`src/rtl/fred_pkg.sv`:
```
// Shared types and catalogue defaults for the checkout lane.
// The default masks mark UPCs 4,5,6 as discounted and UPCs 1,2,6,7 as expensive.
package fred_pkg;

  typedef enum logic [1:0] {
    IDLE   = 2'd0,
    ACTIVE = 2'd1,
    ALARM  = 2'd2,
    DONE   = 2'd3
  } lane_state_t;

  localparam int          UPC_W_DEF          = 3;
  localparam int          CNT_W_DEF          = 4;
  localparam int          MAX_ITEMS_DEF      = 15;
  localparam logic [7:0]  DISCOUNT_MASK_DEF  = 8'h70;
  localparam logic [7:0]  EXPENSIVE_MASK_DEF = 8'hC6;

endpackage

```
`src/rtl/fred_checkout_lane_if.sv`:
```
// Key/switch inputs and count/flag outputs of one checkout lane.
// The master side drives keys and the item code; the slave side is the lane itself.
interface fred_checkout_lane_if
  import fred_pkg::*;
#(
  parameter int UPC_W = UPC_W_DEF,
  parameter int CNT_W = CNT_W_DEF
);

  logic [UPC_W-1:0] upc;
  logic             marked;
  logic             scan_key;
  logic             total_key;
  logic             clear_key;
  logic [CNT_W-1:0] item_count;
  logic [CNT_W-1:0] discount_count;
  logic [UPC_W-1:0] last_upc;
  logic             last_valid;
  logic             last_discount;
  logic             alarm;
  logic             done;

  modport master (
    output upc, marked, scan_key, total_key, clear_key,
    input  item_count, discount_count, last_upc, last_valid,
           last_discount, alarm, done
  );

  modport slave (
    input  upc, marked, scan_key, total_key, clear_key,
    output item_count, discount_count, last_upc, last_valid,
           last_discount, alarm, done
  );

endinterface

```
`src/rtl/fred_edge_detect.sv`:
```
// Registered rising-edge detector: one-cycle pulse the cycle after a key is first seen high.
// A key already high when reset is released must be seen low once before it can pulse.
module fred_edge_detect (
  input  logic clk,
  input  logic reset,
  input  logic in,
  output logic pulse
);

  logic prev_reg;
  logic armed_reg;
  logic pulse_reg;

  always_ff @(posedge clk or posedge reset) begin
    if (reset) begin
      prev_reg  <= 1'b0;
      armed_reg <= 1'b0;
      pulse_reg <= 1'b0;
    end else begin
      prev_reg  <= in;
      pulse_reg <= in & ~prev_reg & armed_reg;
      if (!in) begin
        armed_reg <= 1'b1;
      end
    end
  end

  assign pulse = pulse_reg;

endmodule

```
`src/rtl/fred_checkout_lane.sv`:
```
// Checkout lane: edge-detected keys drive an IDLE/ACTIVE/ALARM/DONE FSM that counts
// accepted items and discounts, raises a sticky theft alarm and freezes totals on close.
module fred_checkout_lane
  import fred_pkg::*;
#(
  parameter int                   UPC_W          = UPC_W_DEF,
  parameter int                   CNT_W          = CNT_W_DEF,
  parameter int                   MAX_ITEMS      = MAX_ITEMS_DEF,
  parameter logic [2**UPC_W-1:0]  DISCOUNT_MASK  = DISCOUNT_MASK_DEF,
  parameter logic [2**UPC_W-1:0]  EXPENSIVE_MASK = EXPENSIVE_MASK_DEF
) (
  input  logic                 clk,
  input  logic                 reset,
  fred_checkout_lane_if.slave  lane
);

  // Bit order: 0 = scan, 1 = total, 2 = clear
  logic [2:0] key_level;
  logic [2:0] key_pulse;

  assign key_level = {lane.clear_key, lane.total_key, lane.scan_key};

  generate
    for (genvar gi = 0; gi < 3; gi++) begin : g_key
      fred_edge_detect u_edge (
        .clk   (clk),
        .reset (reset),
        .in    (key_level[gi]),
        .pulse (key_pulse[gi])
      );
    end
  endgenerate

  lane_state_t      state_reg, state_next;
  logic [CNT_W-1:0] item_reg, item_next;
  logic [CNT_W-1:0] disc_reg, disc_next;
  logic [UPC_W-1:0] last_upc_reg, last_upc_next;
  logic             last_valid_reg, last_valid_next;
  logic             last_disc_reg, last_disc_next;
  logic             alarm_reg, alarm_next;
  logic             done_reg, done_next;

  logic is_discount;
  logic is_theft;
  logic sale_open;

  assign is_discount = DISCOUNT_MASK[lane.upc];
  assign is_theft    = EXPENSIVE_MASK[lane.upc] & ~lane.marked;
  assign sale_open   = (state_reg == IDLE) || (state_reg == ACTIVE);

  always_ff @(posedge clk or posedge reset) begin
    if (reset) begin
      state_reg      <= IDLE;
      item_reg       <= '0;
      disc_reg       <= '0;
      last_upc_reg   <= '0;
      last_valid_reg <= 1'b0;
      last_disc_reg  <= 1'b0;
      alarm_reg      <= 1'b0;
      done_reg       <= 1'b0;
    end else begin
      state_reg      <= state_next;
      item_reg       <= item_next;
      disc_reg       <= disc_next;
      last_upc_reg   <= last_upc_next;
      last_valid_reg <= last_valid_next;
      last_disc_reg  <= last_disc_next;
      alarm_reg      <= alarm_next;
      done_reg       <= done_next;
    end
  end

  // Priority clear > total > scan; lower-priority pulses in the same cycle are dropped.
  always_comb begin
    state_next      = state_reg;
    item_next       = item_reg;
    disc_next       = disc_reg;
    last_upc_next   = last_upc_reg;
    last_valid_next = last_valid_reg;
    last_disc_next  = last_disc_reg;
    alarm_next      = alarm_reg;
    done_next       = done_reg;

    if (key_pulse[2]) begin
      state_next      = IDLE;
      item_next       = '0;
      disc_next       = '0;
      last_upc_next   = '0;
      last_valid_next = 1'b0;
      last_disc_next  = 1'b0;
      alarm_next      = 1'b0;
      done_next       = 1'b0;
    end else if (key_pulse[1]) begin
      if (sale_open) begin
        state_next = DONE;
        done_next  = 1'b1;
      end
    end else if (key_pulse[0] && sale_open) begin
      // Theft is checked before saturation so a full basket still trips the alarm.
      if (is_theft) begin
        state_next = ALARM;
        alarm_next = 1'b1;
      end else if (item_reg != CNT_W'(MAX_ITEMS)) begin
        item_next       = item_reg + CNT_W'(1);
        disc_next       = is_discount ? disc_reg + CNT_W'(1) : disc_reg;
        last_upc_next   = lane.upc;
        last_valid_next = 1'b1;
        last_disc_next  = is_discount;
        state_next      = ACTIVE;
      end
    end
  end

  assign lane.item_count     = item_reg;
  assign lane.discount_count = disc_reg;
  assign lane.last_upc       = last_upc_reg;
  assign lane.last_valid     = last_valid_reg;
  assign lane.last_discount  = last_disc_reg;
  assign lane.alarm          = alarm_reg;
  assign lane.done           = done_reg;

endmodule

```
`src/flat_wrapper.sv`:
```
// flat-port wrapper written by rule: the top's interface ports become plain ports
module fred_checkout_lane_flat import fred_pkg::*;
#(
  parameter int                   UPC_W          = UPC_W_DEF,
  parameter int                   CNT_W          = CNT_W_DEF,
  parameter int                   MAX_ITEMS      = MAX_ITEMS_DEF,
  parameter logic [2**UPC_W-1:0]  DISCOUNT_MASK  = DISCOUNT_MASK_DEF,
  parameter logic [2**UPC_W-1:0]  EXPENSIVE_MASK = EXPENSIVE_MASK_DEF
)
  (clk, reset, lane_upc, lane_marked, lane_scan_key, lane_total_key, lane_clear_key, lane_item_count, lane_discount_count, lane_last_upc, lane_last_valid, lane_last_discount, lane_alarm, lane_done);
  fred_checkout_lane_if #(.UPC_W(UPC_W), .CNT_W(CNT_W)) lane_i ();
  input  logic clk;
  input  logic reset;
  input wire logic [$bits(lane_i.upc)-1:0] lane_upc;
  input wire logic [$bits(lane_i.marked)-1:0] lane_marked;
  input wire logic [$bits(lane_i.scan_key)-1:0] lane_scan_key;
  input wire logic [$bits(lane_i.total_key)-1:0] lane_total_key;
  input wire logic [$bits(lane_i.clear_key)-1:0] lane_clear_key;
  output wire logic [$bits(lane_i.item_count)-1:0] lane_item_count;
  output wire logic [$bits(lane_i.discount_count)-1:0] lane_discount_count;
  output wire logic [$bits(lane_i.last_upc)-1:0] lane_last_upc;
  output wire logic [$bits(lane_i.last_valid)-1:0] lane_last_valid;
  output wire logic [$bits(lane_i.last_discount)-1:0] lane_last_discount;
  output wire logic [$bits(lane_i.alarm)-1:0] lane_alarm;
  output wire logic [$bits(lane_i.done)-1:0] lane_done;
  assign lane_i.upc = lane_upc;
  assign lane_i.marked = lane_marked;
  assign lane_i.scan_key = lane_scan_key;
  assign lane_i.total_key = lane_total_key;
  assign lane_i.clear_key = lane_clear_key;
  assign lane_item_count = lane_i.item_count;
  assign lane_discount_count = lane_i.discount_count;
  assign lane_last_upc = lane_i.last_upc;
  assign lane_last_valid = lane_i.last_valid;
  assign lane_last_discount = lane_i.last_discount;
  assign lane_alarm = lane_i.alarm;
  assign lane_done = lane_i.done;
  fred_checkout_lane #(.UPC_W(UPC_W), .CNT_W(CNT_W), .MAX_ITEMS(MAX_ITEMS), .DISCOUNT_MASK(DISCOUNT_MASK), .EXPENSIVE_MASK(EXPENSIVE_MASK)) u_core (.clk(clk), .reset(reset), .lane(lane_i));
endmodule
```
`config.mk`:
```
export PLATFORM = sky130hd
export DESIGN_NAME = fred_checkout_lane_flat
export DESIGN_NICKNAME = d
export VERILOG_FILES = /design/src/rtl/fred_pkg.sv /design/src/rtl/fred_checkout_lane_if.sv /design/src/rtl/fred_edge_detect.sv /design/src/rtl/fred_checkout_lane.sv /design/src/flat_wrapper.sv
export SDC_FILE = /design/constraint.sdc
export NUM_CORES = 1
export LEC_CHECK = 0
export CAP_MARGIN = 20
export CELL_PAD_IN_SITES_DETAIL_PLACEMENT = 1
export CELL_PAD_IN_SITES_GLOBAL_PLACEMENT = 1
export CORE_MARGIN = 2
export CORE_UTILIZATION = 40
export DETAILED_ROUTE_END_ITERATION = 10
export PLACE_DENSITY = 0.84
export SLEW_MARGIN = 5
export SYNTH_ARGS = -nofsm -noshare
export SYNTH_HDL_FRONTEND = slang
export SYNTH_SLANG_ARGS = --single-unit
```
`constraint.sdc`:
```
create_clock -name clk -period 2.1 [get_ports clk]
set_input_delay 0.525 -clock clk [delete_from_list [all_inputs] [get_ports clk]]
set_output_delay 0.525 -clock clk [all_outputs]
set_load 0.02 [all_outputs]
```
==> flow_metrics.tcl <==
set metrics [dict create \
    power_frac_comb_pct 17.4 \
    grt_usage_pct 16.69 \
    vias 756 \
    drc_errors 0 \
    cts_made_buffers 3 \
    synthCells 92 \
    drt-wirelength-per-cell_um 13.21 \
    p_total_mw 0.9120 \
    initial_core_util_pct 41.69 \
    hold_path_class "register to register" \
    grt_pass1_wl_mm 3.491 \
    grt_pass1_vias 788 \
    max_slew_margin_pct 66.37 \
    ant_nets 0 \
    htreeDepth 1 \
    finalMaxSlewViolations 0 \
    diodes 0 \
    path_clk_slew_ns 0.14 \
    vias_per_cell 4.877 \
    cts_tree "done" \
    p_clk_share_pct 24.0 \
    gp_congestion 0.6935 \
    hold_viol 0 \
    status "finished clean" \
    worstSetupEndpointType "register" \
    fillCellCount 279 \
    synth.avg_cell_area_um2 11.12 \
    grt.overflow.total 0 \
    critPathArrivalTime_ns 2.27 \
    tightest_slew_ns 0.5044 \
    num_rows 18 \
    die-height_um 54.59 \
    crit_type "primary input to register" \
    cp_max_fo 6 \
    layout-drive-gt1-share_pct 12.80 \
    p_per_area_nw_per_um2 663.8 \
    die_w_um 54.59 \
    clock_skew_ns 0.002341 \
    clk_path_buf_depth 2 \
    dpl.hpwl_mm 1.518 \
    portBuffers 23 \
    cp.required_ns 2.35 \
    period_needed_ns 2.018 \
    peakVddDrop_mv 0.4210 \
    clock_sink_count 25 \
    fmax_mhz 495.4 \
    layout.nets 138 \
    synth.distinct_cells 18 \
    yosysWarnings 0 \
    layout_commonest_cell "dfrtp_1" \
    leakage_nw 0.6374 \
    p_int_mw 0.6627 \
    dr.pass1.iters 2 \
    netSwitchingPower_mw 0.2493 \
    start_kind "primary input" \
    final_min_period_over_clock_period_pct 96.11 \
    drtIter0Drc 2 \
    place_inst 150 \
    syn_nets 104 \
    ys_seq_area_share_pct 61.12 \
    antenna_found_initial 0 \
    final_cells 155 \
    cts.hold.buffers_added 0 \
    core_region_area_um2 2455 \
    maxCapViolCount 0 \
    switching_share_pct 27.33 \
    ioPinCount 24 \
    syn_to_final_growth_pct 34.23 \
    syn-cell-area_um2 1023 \
    rsz0062_at_grt "no" \
    seq_power_share_pct 58.6 \
    setup_viol 0 \
    drt-total-wl_mm 2.048 \
    ys_ff_latch 25 \
    grt_max_degree 26 \
    clockRootBuffer "clkbuf_4" \
    die_area_um2 2980 \
    clkLatencyLatePin_ns 0.31 \
    final_cell_mix "dfrtp_1 (25), clkdlybuf4s50_1 (23), nor2_1 (13)" \
]
## path summary, 6_finish.rpt
check | slack, ns | cells past startpoint | to | start
min in group asynchronous | 0.54 | 3 | u_core.g_key[2].u_edge.prev_reg$_DFF_PP0_ | reset
max in group asynchronous | 1.33 | 3 | u_core.lane.item_count[3]$_DFFE_PP0P_ | reset
max reg2reg | 0.44 | 6 | u_core.lane.item_count[3]$_DFFE_PP0P_ | u_core.lane.item_count[0]$_DFFE_PP0P_
min reg2reg | 0.40 | 1 | u_core.g_key[1].u_edge.pulse$_DFF_PP0_ | u_core.g_key[1].u_edge.prev_reg$_DFF_PP0_
min | 0.40 | 1 | u_core.g_key[1].u_edge.pulse$_DFF_PP0_ | u_core.g_key[1].u_edge.prev_reg$_DFF_PP0_
max | 0.08 | 7 | u_core.lane.item_count[3]$_DFFE_PP0P_ | lane_upc[0]
## Yosys cell counts, drive strengths merged
master	count	share of area [%]
o21ai	4	2.0
ha	3	3.7
o211ai	1	0.73
inv	7	2.6
a21oi	9	4.4
nand3	4	2.0
nand2b	3	1.8
buf	1	1.1
dfrtp	25	61
xor2	2	1.7
o2111ai	1	1.5
nor2b	1	0.61
mux2i	6	5.9
clkbuf	2	0.73
nor3b	1	1.2
nand2	5	1.8
nor2	13	4.8
or3	4	2.4
## power groups by stage
stage                     registers, mW  logic (mW)  clock network, mW
after floorplan                   0.561      0.0533                  0
after global placement            0.543       0.150                  0
after detailed placement          0.544       0.154                  0
after CTS                         0.534       0.156              0.228
after global routing              0.540       0.174              0.248
final                             0.535       0.158              0.219
## worst max-delay path: stages
cell and delay [ns]:
clkdlybuf4s50_1 0.43, ha_1 0.32, mux2i_2 0.19, o211ai_1 0.12, buf_4 0.17, or3_1 0.36, a21oi_1 0.15
## per-stage QoR
step	TNS (ns)	area (um2)	utilization (%)	setup slack [ns]	hold slack [ns]
after floorplan	0	1023	-	0.3761	0.3766
after global placement	-0.3835	1333	54.28	-0.1174	0.3806
after detailed placement	-1.285	1333	54.28	-0.2589	0.3860
after CTS	0	1363	55.50	0.08010	0.4072
after global routing	0	1374	55.96	0.01685	0.4159
final	0	1374	55.96	0.08160	0.4034
## cells by family after synthesis
| kind of cell | count (synthesis) | synth area share, % |
|---|---|---|
| compound gates | 15 | 8.557 |
| fa+ha+maj | 3 | 3.668 |
| buf+inv | 10 | 4.402 |
| mux | 6 | 5.868 |
| flops | 25 | 61.12 |
| simple gates | 31 | 14.67 |
| xor+xnor | 2 | 1.712 |
## routing by layer
layer  wire length [um]  vias to the layer above  track usage, %
li1                   -                      370               -
met1                846                      372           19.54
met2               1117                       12           27.98
met3                 64                        2           3.825
met4                 19                        0           9.167
met5                  0                        -               0
## cell type report
type                            count  area (um2)  area share (%)
Sequential cell                    25       625.6           45.54
Multi-Input combinational cell     57       356.6           25.96
Timing Repair Buffer               32       297.8           21.68
Tap cell                           30       37.54           2.732
Inverter                            7       26.28           1.913
Clock buffer                        3       22.52           1.639
Clock inverter                      1       7.507          0.5464
## what timing repair did
item	4_1_cts	5_1_grt
buffers inserted	0	1
setup endpoints to repair	0	1
gates resized for setup	0	1
(Power assumes the default switching activity.)
